[config.mk]
export PLATFORM = sky130hd
export DESIGN_NAME = event_irq_arbiter
export DESIGN_NICKNAME = d
export VERILOG_FILES = /design/src/rtl/event_arb_pkg.sv /design/src/rtl/rr_arb2.sv /design/src/rtl/event_irq_arbiter.sv
export SDC_FILE = /design/constraint.sdc
export NUM_CORES = 1
export LEC_CHECK = 0
export ABC_AREA = 0
export BUFFER_PORTS_ARGS = -buffer_cell sky130_fd_sc_hd__buf_2
export CELL_PAD_IN_SITES_DETAIL_PLACEMENT = 1
export CELL_PAD_IN_SITES_GLOBAL_PLACEMENT = 1
export CORE_MARGIN = 1.5
export CORE_UTILIZATION = 39
export CTS_CLUSTER_SIZE = 40
export DETAILED_ROUTE_END_ITERATION = 16
export GPL_TIMING_DRIVEN = 1
export HOLD_SLACK_MARGIN = 0.08
export PLACE_DENSITY_LB_ADDON = 0.15
export SLEW_MARGIN = 20
export SYNTH_ARGS = -nofsm -noshare
export SYNTH_HDL_FRONTEND = slang
export SYNTH_SLANG_ARGS = --single-unit
[constraint.sdc]
create_clock -name clk -period 2.55 [get_ports clk]
set_clock_uncertainty 0.05 [all_clocks]
set_input_delay 0.255 -clock clk [delete_from_list [all_inputs] [get_ports clk]]
set_output_delay 0.255 -clock clk [all_outputs]
set_load 0.02 [all_outputs]
[src/rtl/event_arb_pkg.sv]
// Shared types and constants for the input-event arbiter: state encoding,
// source codes and default field widths.
package event_arb_pkg;

    typedef enum logic [1:0] {
        StIdle = 2'd0,
        StPend = 2'd1,
        StHold = 2'd2
    } state_e;

    localparam logic SRC_MOUSE = 1'b0;
    localparam logic SRC_KEY   = 1'b1;

    localparam int unsigned COORD_W_DEF = 12;
    localparam int unsigned BTN_W_DEF   = 8;

endpackage

[src/rtl/rr_arb2.sv]
// Two-way round-robin grant between the mouse and keyboard requesters.
// Purely combinational; the parent owns the last-grant register.
module rr_arb2
    import event_arb_pkg::*;
(
    input  logic m_req,
    input  logic k_req,
    input  logic last_grant,
    output logic m_gnt,
    output logic k_gnt
);

    // On a tie, the requester that was not served last wins.
    always_comb begin
        m_gnt = m_req && (!k_req || (last_grant == SRC_KEY));
        k_gnt = k_req && (!m_req || (last_grant == SRC_MOUSE));
    end

endmodule

[src/rtl/event_irq_arbiter.sv]
// Shares one event register set plus interrupt between mouse and keyboard decoders.
// Define EVT_MOUSE_COALESCE_EN to let matching mouse moves update a pending mouse event.
module event_irq_arbiter
    import event_arb_pkg::*;
#(
    parameter int unsigned COORD_W     = COORD_W_DEF,
    parameter int unsigned BTN_W       = BTN_W_DEF,
    parameter int unsigned ACK_TIMEOUT = 1000000,
    parameter int unsigned DROP_W      = 8
) (
    input  logic               clk,
    input  logic               rst_n,
    input  logic               m_valid_i,
    input  logic [COORD_W-1:0] m_x_i,
    input  logic [COORD_W-1:0] m_y_i,
    input  logic [BTN_W-1:0]   m_btn_i,
    output logic               m_ready_o,
    input  logic               k_valid_i,
    input  logic [BTN_W-1:0]   k_btn_i,
    output logic               k_ready_o,
    output logic               evt_src_o,
    output logic [COORD_W-1:0] evt_x_o,
    output logic [COORD_W-1:0] evt_y_o,
    output logic [BTN_W-1:0]   evt_btn_o,
    output logic               irq_o,
    input  logic               irq_ack_i,
    output logic [DROP_W-1:0]  drop_cnt_o
);

    localparam int unsigned TMR_W = $clog2(ACK_TIMEOUT);
    localparam logic [TMR_W-1:0] TMR_LAST = TMR_W'(ACK_TIMEOUT - 1);

    state_e              state_q, state_d;
    logic                last_grant_q, last_grant_d;
    logic [TMR_W-1:0]    tmr_q, tmr_d;
    logic [DROP_W-1:0]   drop_q, drop_d;
    logic                evt_src_q, evt_src_d;
    logic [COORD_W-1:0]  evt_x_q, evt_x_d;
    logic [COORD_W-1:0]  evt_y_q, evt_y_d;
    logic [BTN_W-1:0]    evt_btn_q, evt_btn_d;
    logic                m_gnt, k_gnt;
    logic                coal_ok;

    rr_arb2 u_rr_arb2 (
        .m_req      (m_valid_i),
        .k_req      (k_valid_i),
        .last_grant (last_grant_q),
        .m_gnt      (m_gnt),
        .k_gnt      (k_gnt)
    );

`ifdef EVT_MOUSE_COALESCE_EN
    // An ack in the same cycle takes precedence, so the merge is refused.
    assign coal_ok = (state_q == StPend) && (evt_src_q == SRC_MOUSE) && m_valid_i &&
                     (m_btn_i == evt_btn_q) && !irq_ack_i;
`else
    assign coal_ok = 1'b0;
`endif

    always_comb begin
        state_d      = state_q;
        last_grant_d = last_grant_q;
        tmr_d        = tmr_q;
        drop_d       = drop_q;
        evt_src_d    = evt_src_q;
        evt_x_d      = evt_x_q;
        evt_y_d      = evt_y_q;
        evt_btn_d    = evt_btn_q;
        m_ready_o    = 1'b0;
        k_ready_o    = 1'b0;
        irq_o        = 1'b0;

        unique case (state_q)
            StIdle: begin
                m_ready_o = m_gnt;
                k_ready_o = k_gnt;
                tmr_d     = '0;
                if (m_gnt) begin
                    evt_src_d    = SRC_MOUSE;
                    evt_x_d      = m_x_i;
                    evt_y_d      = m_y_i;
                    evt_btn_d    = m_btn_i;
                    last_grant_d = SRC_MOUSE;
                    state_d      = StPend;
                end else if (k_gnt) begin
                    evt_src_d    = SRC_KEY;
                    evt_x_d      = '0;
                    evt_y_d      = '0;
                    evt_btn_d    = k_btn_i;
                    last_grant_d = SRC_KEY;
                    state_d      = StPend;
                end
            end
            StPend: begin
                irq_o     = 1'b1;
                m_ready_o = coal_ok;
                tmr_d     = tmr_q + TMR_W'(1);
                if (irq_ack_i) begin
                    state_d = StHold;
                end else if (coal_ok) begin
                    evt_x_d = m_x_i;
                    evt_y_d = m_y_i;
                    tmr_d   = '0;
                end else if (tmr_q == TMR_LAST) begin
                    if (drop_q != {DROP_W{1'b1}}) begin
                        drop_d = drop_q + DROP_W'(1);
                    end
                    state_d = StHold;
                end
            end
            StHold: begin
                tmr_d   = '0;
                state_d = StIdle;
            end
            default: begin
                state_d = StIdle;
            end
        endcase
    end

    always_ff @(posedge clk or negedge rst_n) begin
        if (!rst_n) begin
            state_q      <= StIdle;
            last_grant_q <= SRC_KEY;
            tmr_q        <= '0;
            drop_q       <= '0;
            evt_src_q    <= 1'b0;
            evt_x_q      <= '0;
            evt_y_q      <= '0;
            evt_btn_q    <= '0;
        end else begin
            state_q      <= state_d;
            last_grant_q <= last_grant_d;
            tmr_q        <= tmr_d;
            drop_q       <= drop_d;
            evt_src_q    <= evt_src_d;
            evt_x_q      <= evt_x_d;
            evt_y_q      <= evt_y_d;
            evt_btn_q    <= evt_btn_d;
        end
    end

    assign evt_src_o  = evt_src_q;
    assign evt_x_o    = evt_x_q;
    assign evt_y_o    = evt_y_q;
    assign evt_btn_o  = evt_btn_q;
    assign drop_cnt_o = drop_q;

endmodule

==> impl_metrics.csv, run 1 <==
group,metric,value,unit
routing,routedWlPerCell,15.31,um
logic_synthesis,ys_top_cells_by_area,"dfrtp_1 (55%), a22o_1 (7.3%), xnor2_1 (3.7%), mux2i_1 (3.5%), xor2_1 (3.4%)",
logic_synthesis,netlist_top_cells_count,"dfrtp_1 (63), a22o_1 (24), nand2_1 (18)",
timing,rsz0062_at_grt,"no",
cts,cts.sinks,64,
power,p_leak,1.923,nW
cts,cts_setup_buffers,0,
logic_synthesis,syn_area,0.002865,mm2
timing,clock.fmax,0.4953,GHz
setup_path,reg2reg_depth,5,
logic_synthesis,synth_seq_cells,64,
timing,final-max-slew-violation-count,0,
logic_synthesis,yosysSeqAreaShare,55.94,%
flow_run,cap_viol_max_count,0,
logic_synthesis,synthCells,246,
global_routing,grt_remaining_overflow,0,
place,place_ws,0.6370,ns
logic_synthesis,synth_edf_count,0,
power,p_per_area,976.3,mW/mm2
worst_hold_path,hp-start,"m_valid_i",
finish,drive_gt1_share,32.77,%
power,power_frac_seq,40.3,%
routing,viasPerCell,5.009,
finish,syn_to_final_growth,29.91,%
logic_synthesis,syn_nets,293,
floorplan,initial_core_util,39.93,%
power,p_switching,1.357,mW
routing,postRouteAntennaNets,0,
global_routing,antenna_found_initial,0,
logic_synthesis,yosysMostFrequentCell,"dfrtp_1",
setup_path,startpoint_type,"flop",
global_routing,grt_max_degree,27,
timing,fin_crit_sh,79.17,%
timing,final-hold-violation-count,0,
floorplan,die_y,88.72,um
place,dp_hpwl,4834,um
floorplan,die_w,88.72,um
power,p_clk_share,24.2,%
place,place_congestion,0.7212,
logic_synthesis,synth_ff_type,"dfrtp_1",
routing,drt-total-wl,6935,um
finish,diodes,0,
logic_synthesis,synth-warning-count,0,
power,power_frac_comb,35.6,%
routing,first_pass_iters,4,
worst_hold_path,hp-class,"primary input to flop",
cts,clk_latency,0.33,ns
logic_synthesis,async_flop_share,100.0,%
setup_path,required,2.25,ns
timing,worst_pin_slew,0.5801,ns
cts,cts_tree,"built",
timing,setup_viol,0,
power,p_int,2.277,mW
setup_path,worstSetupPathType,"flop to primary output",
power,swShare,37.34,%
finish,nets,396,
floorplan,core,0.007176,mm2
timing,slew_headroom,61.32,%
logic_synthesis,synth.avg_cell_area,11.65,um2
worst_hold_path,min_to,"last_grant_q",
floorplan,die_area,0.007870,mm2
setup_path,critPathCaptureType,"primary output",
cts,cts_root_buffer,"clkbuf_8",
setup_path,crit_arrival,1.71,ns
cts,postCtsResizedCells,0,
timing,finalSetupTns,0,ns
setup_path,reg2reg_from,"state_q[1]",
finish,fillers,825,
cts,clk_pin_slew,0.07,ns
setup_path,r2r_slack,0.64,ns
routing,drt_iter0_markers,115,
global_routing,grt_use_total,18.80,%
logic_synthesis,synth.largest_area_cell,"dfrtp_1",
worst_hold_path,hold_depth,2,
setup_path,r2r_end,"drop_cnt_o[5]",
cts,htree_levels,3,
global_routing,grt_pass1_vias,2270,
outcome,status,"finished, final reports clean",
global_routing,grt_pass1_wl,11160,um
logic_synthesis,synth_top_area_share,55.02,%
timing,worst_slack,0.5311,ns
power,max-vdd-ir-drop,0.3674,mV
timing,final.min_clock_period,2.019,ns
cts,clockBufferDepth,2,
floorplan,num_io_pins,89,
routing,drc,0,
place,io_buffers,88,
routing,vias,2269,
setup_path,crit_fanout,26,
cts,cts_buffers,9,
floorplan,fp-row-count,31,
logic_synthesis,synth_cell_types,42,
power by group through the flow:
stage	registers [mW]	logic [mW]	clock network, mW
detailed placement	1.48	1.30	0
finish	1.46	1.29	0.878
floorplan	1.77	0.530	0
global route	1.50	1.42	0.952
global placement	1.47	1.27	0
CTS	1.47	1.31	0.900
metal layers:
layer / GRT usage [%] / part of all wire [%] / vias to the layer above
li1: - / - / 1081
met1: 25.79 / 45 / 1127
met2: 28.51 / 49 / 54
met3: 3.918 / 4.8 / 7
met4: 8.949 / 1.8 / 0
met5: 0 / 0 / -
state kept, by name (all words and copies together), names as in the netlist:
signal / flops
evt_y_o: 12
tmr_q: 20
state_q: 2
evt_src_o: 1
evt_x_o: 12
drop_cnt_o: 8
last_grant_q: 1
evt_btn_o: 8
through the flow:
stage / std cells / cell area [um2] / power, mW / utilization [%] / hold WS (ns)
final: 453 / 3722 / 3.634 / 51.87 / 0.09269
after global placement: 427 / 3425 / 2.741 / 47.72 / 0.1989
after detailed placement: 427 / 3425 / 2.778 / 47.72 / 0.2087
after floorplan: 246 / 2865 / 2.297 / - / -0.09059
after CTS: 453 / 3722 / 3.681 / 51.87 / 0.08128
after global routing: 453 / 3722 / 3.869 / 51.87 / 0.08127
cell type report:
cell class                 count  area, um2  share of cell area, %
sequential                    64       1603                  43.06
clock buffer                  11      141.4                  3.798
clock inverter                 5      56.30                  1.513
multi-input combinational    167       1201                  32.27
inverter                       3      11.26                 0.3025
tap                           99      123.9                  3.328
timing repair buffer         104      585.6                  15.73
cell families after synthesis:
kind of cell    share of synthesized area, %
simple gates                           18.21
flops                                  55.94
compound gates                         11.79
xor+xnor                               7.030
buf+inv                                2.271
mux                                    3.887
fa+ha+maj                             0.8732
critical path, cell delays in order (launching register included):
cell and delay, ns:
dfstp_2 0.55, o21ai_0 0.14, nor3_2 0.14, buf_4 0.31
buf_2 0.23
how the worst max path moves through the flow:
stage                      start       endpoint  slack, ns  cells past startpoint
floorplan           last_grant_q    evt_x_o[11]       0.69                      5
global placement      state_q[1]  drop_cnt_o[5]       0.74                      5
detailed placement    state_q[1]  drop_cnt_o[5]       0.64                      5
CTS                 last_grant_q      m_ready_o       0.51                      4
global route        last_grant_q      m_ready_o       0.40                      4
finish              last_grant_q      m_ready_o       0.53                      4
placed cells by master (no fill, tap or decap), drive strengths merged, types with 2 or more instances in the layout:
cell / count
dlygate4sd3: 10
dfrtp: 63
xor2: 11
buf: 94
and3: 6
nand4: 2
a22o: 24
and3b: 2
ha: 2
nand2: 18
nor3: 6
clkbuf: 11
or3: 2
a21boi: 2
mux2i: 10
inv: 3
nand3: 14
nor2b: 3
xnor2: 12
and4: 4
nor2: 4
clkinv: 3
a21oi: 2
nor4: 3
and2: 14
nand4b: 2
o21ai: 13
repair_timing:
| item | CTS | global route |
|---|---|---|
| endpoints found under the hold margin | 29 | 0 |
| hold buffers | 10 | 0 |
| endpoints found under the setup margin | 0 | 0 |
Power figures use the tool's default switching activity.
==> run 2, diff against run 1 <==
- clock period: 2.55 -> 1.9 ns (I/O delays scaled with it)
==> run 2 against run 1 <==
Compared with the run above:
- worst hold slack got worse by 0.0036 ns
- non-clock buffer count increased by 20
- sequential share of layout area decreased by 2.2 points
- sequential power grew 35%
- sequential cell count unchanged
- die area did not move
- first-iteration DRC count shrank 58%
- final area increased by 5.4%
- critical path type is now primary input to flop
- largest power group unchanged
==> impl_metrics.csv, run 2 (synthesis results as in run 1) <==
group,metric,value,unit
outcome,status,"finished, final reports clean",
global_routing,use_met3,3.451,%
global_routing,grt_pass1_wl,11770,um
routing,drc,0,
setup_path,critPathCaptureType,"flop",
finish,drive_gt1_share,32.09,%
floorplan,die_y,88.72,um
floorplan,core,0.007176,mm2
finish,nets,416,
timing,final-max-slew-violation-count,0,
place,dp_hpwl,4799,um
cts,cts_root_buffer,"clkbuf_8",
cts,cts_buffers,9,
setup_path,reg2reg_depth,5,
setup_path,crit_arrival,2.06,ns
finish,diodes,0,
global_routing,grt_remaining_overflow,0,
routing,drt_iter0_markers,48,
timing,setup_viol,0,
routing,first_pass_iters,4,
routing,viasPerCell,5.044,
floorplan,die_w,88.72,um
finish,layout_common_cells,"buf_2 (88), dfrtp_1 (63), dlygate4sd3_1 (27), a22o_1 (24), nand2_1 (18)",
timing,fin_crit_sh,97.44,%
power,max-vdd-ir-drop,0.6758,mV
floorplan,initial_core_util,39.93,%
global_routing,use_met2,33.75,%
timing,rsz0062_at_grt,"yes",
power,p_per_area,1276,mW/mm2
finish,fillers,804,
finish,largest_reg_flops,20,
cts,cts_tree,"built",
global_routing,grt_pass1_vias,2463,
cts,cts_setup_buffers,0,
cts,clockBufferDepth,2,
routing,routedWlPerCell,16.38,um
cts,clk_latency,0.34,ns
global_routing,gr-usage-met1,24.51,%
global_routing,grt_max_degree,65,
setup_path,crit_fanout,7,
floorplan,num_io_pins,89,
power,p_leak,2.017,nW
finish,final_common_cell,"buf_2",
setup_path,worstSetupPathType,"primary input to flop",
global_routing,grt_use_total,19.83,%
place,place_congestion,0.7387,
timing,final.min_clock_period,1.851,ns
floorplan,fp-row-count,31,
global_routing,antenna_found_initial,0,
timing,slew_headroom,74.00,%
place,dp_cells,430,
power,p_total,5.005,mW
flow_run,cap_viol_max_count,0,
routing,postRouteAntennaNets,0,
place,io_buffers,88,
setup_path,startpoint_type,"primary input",
cts,clk_pin_slew,0.08,ns
routing,vias,2386,
finish,fin_cells,473,
timing,whs,0.08907,ns
global_routing,grt_busiest_layer,"met2",
timing,final-hold-violation-count,0,
worst_hold_path,hold_depth,3,
setup_path,r2r_slack,0.10,ns
setup_path,required,2.11,ns
cts,cts.sinks,64,
floorplan,die_area,0.007870,mm2
worst_hold_path,hp-class,"primary input to flop",
routing,drt-total-wl,7750,um
timing,clock.fmax,0.5401,GHz
timing,worst_pin_slew,0.3870,ns
timing,finalSetupTns,0,ns
finish,top_register,"tmr_q",
cts,htree_levels,3,
finish,syn_to_final_growth,36.94,%
-- run 2: routing by layer --
metal	share of wire, %	up-vias
met4	2.4	0
met2	50	58
met5	0	-
met1	44	1186
li1	-	1128
met3	4.0	14
-- run 2: timing repair --
item / 4_1_cts / 5_1_grt
hold endpoints to repair: 89 / 0
endpoints found under the setup margin: 0 / 3
resized for setup: 0 / 2
hold buffers: 27 / 0
-- run 2: stage by stage --
step	setup WS (ns)	utilization, %	cell area [um2]
after floorplan	0.04491	-	2865
after global placement	0.1710	48.21	3460
after detailed placement	0.1091	48.21	3460
after CTS	0.006977	54.58	3916
after global routing	-0.001050	54.68	3924
final	0.04860	54.68	3924
-- run 2: final timing paths --
path	from	to
max	irq_ack_i	drop_cnt_o[7]
min in group asynchronous	rst_n	drop_cnt_o[4]
min	k_btn_i[4]	evt_btn_o[4]
max reg2reg	state_q[1]	drop_cnt_o[7]
min reg2reg	evt_btn_o[4]	evt_btn_o[4]
max in group asynchronous	rst_n	last_grant_q
-- run 2: layout make-up --
cell class	instances	area, um2	area share [%]
Timing Repair Buffer	124	790.8	20.15
Clock inverter	6	58.81	1.499
Inverter	3	11.26	0.2870
Clock buffer	10	127.6	3.253
Sequential cell	64	1603	40.85
Multi-Input combinational cell	167	1209	30.80
Tap cell	99	123.9	3.157
-- run 2: worst max-delay path, cell delays in order --
cell and delay [ns]:
dlygate4sd3_1 0.54, buf_2 0.13, or3b_1 0.38, a41oi_2 0.24
nand3_4 0.16, nor4_4 0.25, xor2_1 0.16
-- run 2: where the power goes --
part | total, mW | internal, mW | switching (mW)
logic | 1.89 | 0.733 | 1.15
clock network | 1.15 | 0.602 | 0.545
registers | 1.97 | 1.74 | 0.228
total | 5.01 | 3.08 | 1.93
==> run 3, diff against run 2 <==
- CORE_UTILIZATION: 39 -> 32
==> run 3 against run 2 <==
Compared with the run above:
- worst hold slack better by 0.015 ns
- final area is 2.4% higher
- critical path depth stayed put
- sequential power hardly changed
- register-to-register slack better by 0.05 ns
- clock-buffer cell count is 3 higher
- critical path type unchanged
- largest cell class unchanged
==> impl_metrics.csv, run 3 (synthesis results as in run 1) <==
group,metric,value,unit
routing,viasPerCell,4.821,
routing,drt-total-wl,7246,um
routing,routedWlPerCell,14.88,um
setup_path,crit_path_start,"irq_ack_i",
finish,syn_to_final_growth,40.22,%
place,place_congestion,0.7065,
routing,first_pass_iters,4,
floorplan,die_w,97.63,um
timing,finalSetupTns,0,ns
outcome,status,"finished, final reports clean",
cts,htree_levels,3,
timing,final.min_clock_period,1.836,ns
power,max-vdd-ir-drop,0.5714,mV
routing,drt_iter0_markers,39,
setup_path,crit_chain,"dlygate4sd3_1, buf_2, or3b_1, a41oi_2, nand3_4, nor3_4, xor2_1",
cts,clockBufferDepth,2,
setup_path,crit_arrival,2.05,ns
timing,final-max-slew-violation-count,0,
global_routing,grt_pass1_vias,2399,
place,dp_hpwl,4994,um
flow_run,cap_viol_max_count,0,
routing,drc,0,
cts,cts_tree,"built",
finish,largest_reg_flops,20,
cts,clk_latency,0.34,ns
timing,final-hold-violation-count,0,
finish,final_common_cell,"buf_2",
setup_path,critPathCaptureType,"flop",
global_routing,antenna_found_initial,0,
worst_hold_path,hp-class,"primary input to flop",
floorplan,initial_core_util,33.02,%
setup_path,crit_path_max_incr_delay,0.56,ns
place,dp_cells,444,
finish,top_register,"tmr_q",
timing,worst_slack,0.06409,ns
place,io_buffers,88,
setup_path,reg2reg_depth,5,
global_routing,grt_max_degree,33,
setup_path,r2r_end,"drop_cnt_o[5]",
finish,diodes,0,
power,p_total,4.997,mW
global_routing,grt_use_total,16.04,%
timing,slew_headroom,66.65,%
timing,clock.fmax,0.5447,GHz
setup_path,required,2.11,ns
timing,worst_pin_slew,0.5002,ns
setup_path,r2r_slack,0.15,ns
setup_path,reg2reg_from,"state_q[1]",
cts,clk_pin_slew,0.07,ns
setup_path,worstSetupPathType,"primary input to flop",
finish,fin_cells,487,
cts,cts_buffers,9,
floorplan,core,0.008678,mm2
floorplan,num_io_pins,89,
floorplan,die_y,97.63,um
finish,nets,422,
timing,whs,0.1039,ns
finish,layout_common_cells,"buf_2 (88), dfrtp_1 (63), dlygate4sd3_1 (27), a22o_1 (24), nand2_1 (18)",
power,p_per_area,1244,mW/mm2
timing,rsz0062_at_grt,"yes",
floorplan,die_area,0.009531,mm2
floorplan,fp-row-count,34,
routing,postRouteAntennaNets,0,
timing,fin_crit_sh,96.63,%
setup_path,endpoint,"drop_cnt_o[5]",
setup_path,crit_path_top_delay_cell,"dlygate4sd3_1",
setup_path,startpoint_type,"primary input",
global_routing,grt_pass1_wl,12160,um
setup_path,crit_fanout,7,
timing,setup_viol,0,
cts,cts_root_buffer,"clkbuf_8",
finish,drive_gt1_share,33.77,%
cts,cts.sinks,64,
power,p_leak,2.065,nW
routing,vias,2348,
global_routing,grt_remaining_overflow,0,
place,place_ws,0.1462,ns
## run 3: layout make-up
| type | instances | area, um2 |
|---|---|---|
| fill | 958 | 4661 |
| inverter | 3 | 11.26 |
| clock buffer | 13 | 168.9 |
| tap | 108 | 135.1 |
| sequential | 64 | 1603 |
| clock inverter | 2 | 37.54 |
| timing repair buffer | 130 | 835.8 |
| multi-input combinational | 167 | 1226 |
## run 3: metrics by stage
step,cell area [um2],utilization [%]
after floorplan,2865,-
after global placement,3508,40.43
after detailed placement,3508,40.43
after CTS,3988,45.95
after global routing,4018,46.29
final,4018,46.29
## run 3: what timing repair did
action | 4_1_cts | 5_1_grt
setup buffers | 0 | 1
pin swaps | 0 | 3
hold endpoints to repair | 45 | 0
resized for setup | 1 | 5
setup endpoints to repair | 1 | 6
hold buffers | 27 | 0
## run 3: layer usage
metal / routed length [um] / vias to the layer above / global-route usage, %
met5: 0 / - / 0
met4: 116 / 0 / 6.374
met3: 313 / 9 / 4.173
met2: 3425 / 55 / 25.32
met1: 3390 / 1149 / 21.01
li1: - / 1135 / -
## run 3: worst max-delay path, delay by kind of cell
| kind | cells | cell delay [ns] |
|---|---|---|
| and+or+nand+nor | 3 | 0.75 |
| buffers and inverters | 2 | 0.70 |
| AOI/OAI and AO/OA | 1 | 0.24 |
| xor gates and xnor gates | 1 | 0.16 |
## run 3: worst min path at each step
stage	cells after the start	end	slack, ns	start
floorplan	0	drop_cnt_o[0]	-0.16	rst_n
global placement	1	drop_cnt_o[4]	0.13	rst_n
detailed placement	1	drop_cnt_o[4]	0.14	rst_n
CTS	3	last_grant_q	0.09	k_valid_i
global route	3	evt_btn_o[4]	0.09	m_btn_i[4]
finish	3	evt_btn_o[4]	0.10	m_btn_i[4]
## run 3: power by group
group / internal (mW) / switching [mW]
Sequential: 1.74 / 0.197
Combinational: 0.732 / 1.11
Clock: 0.707 / 0.510
Total: 3.18 / 1.81
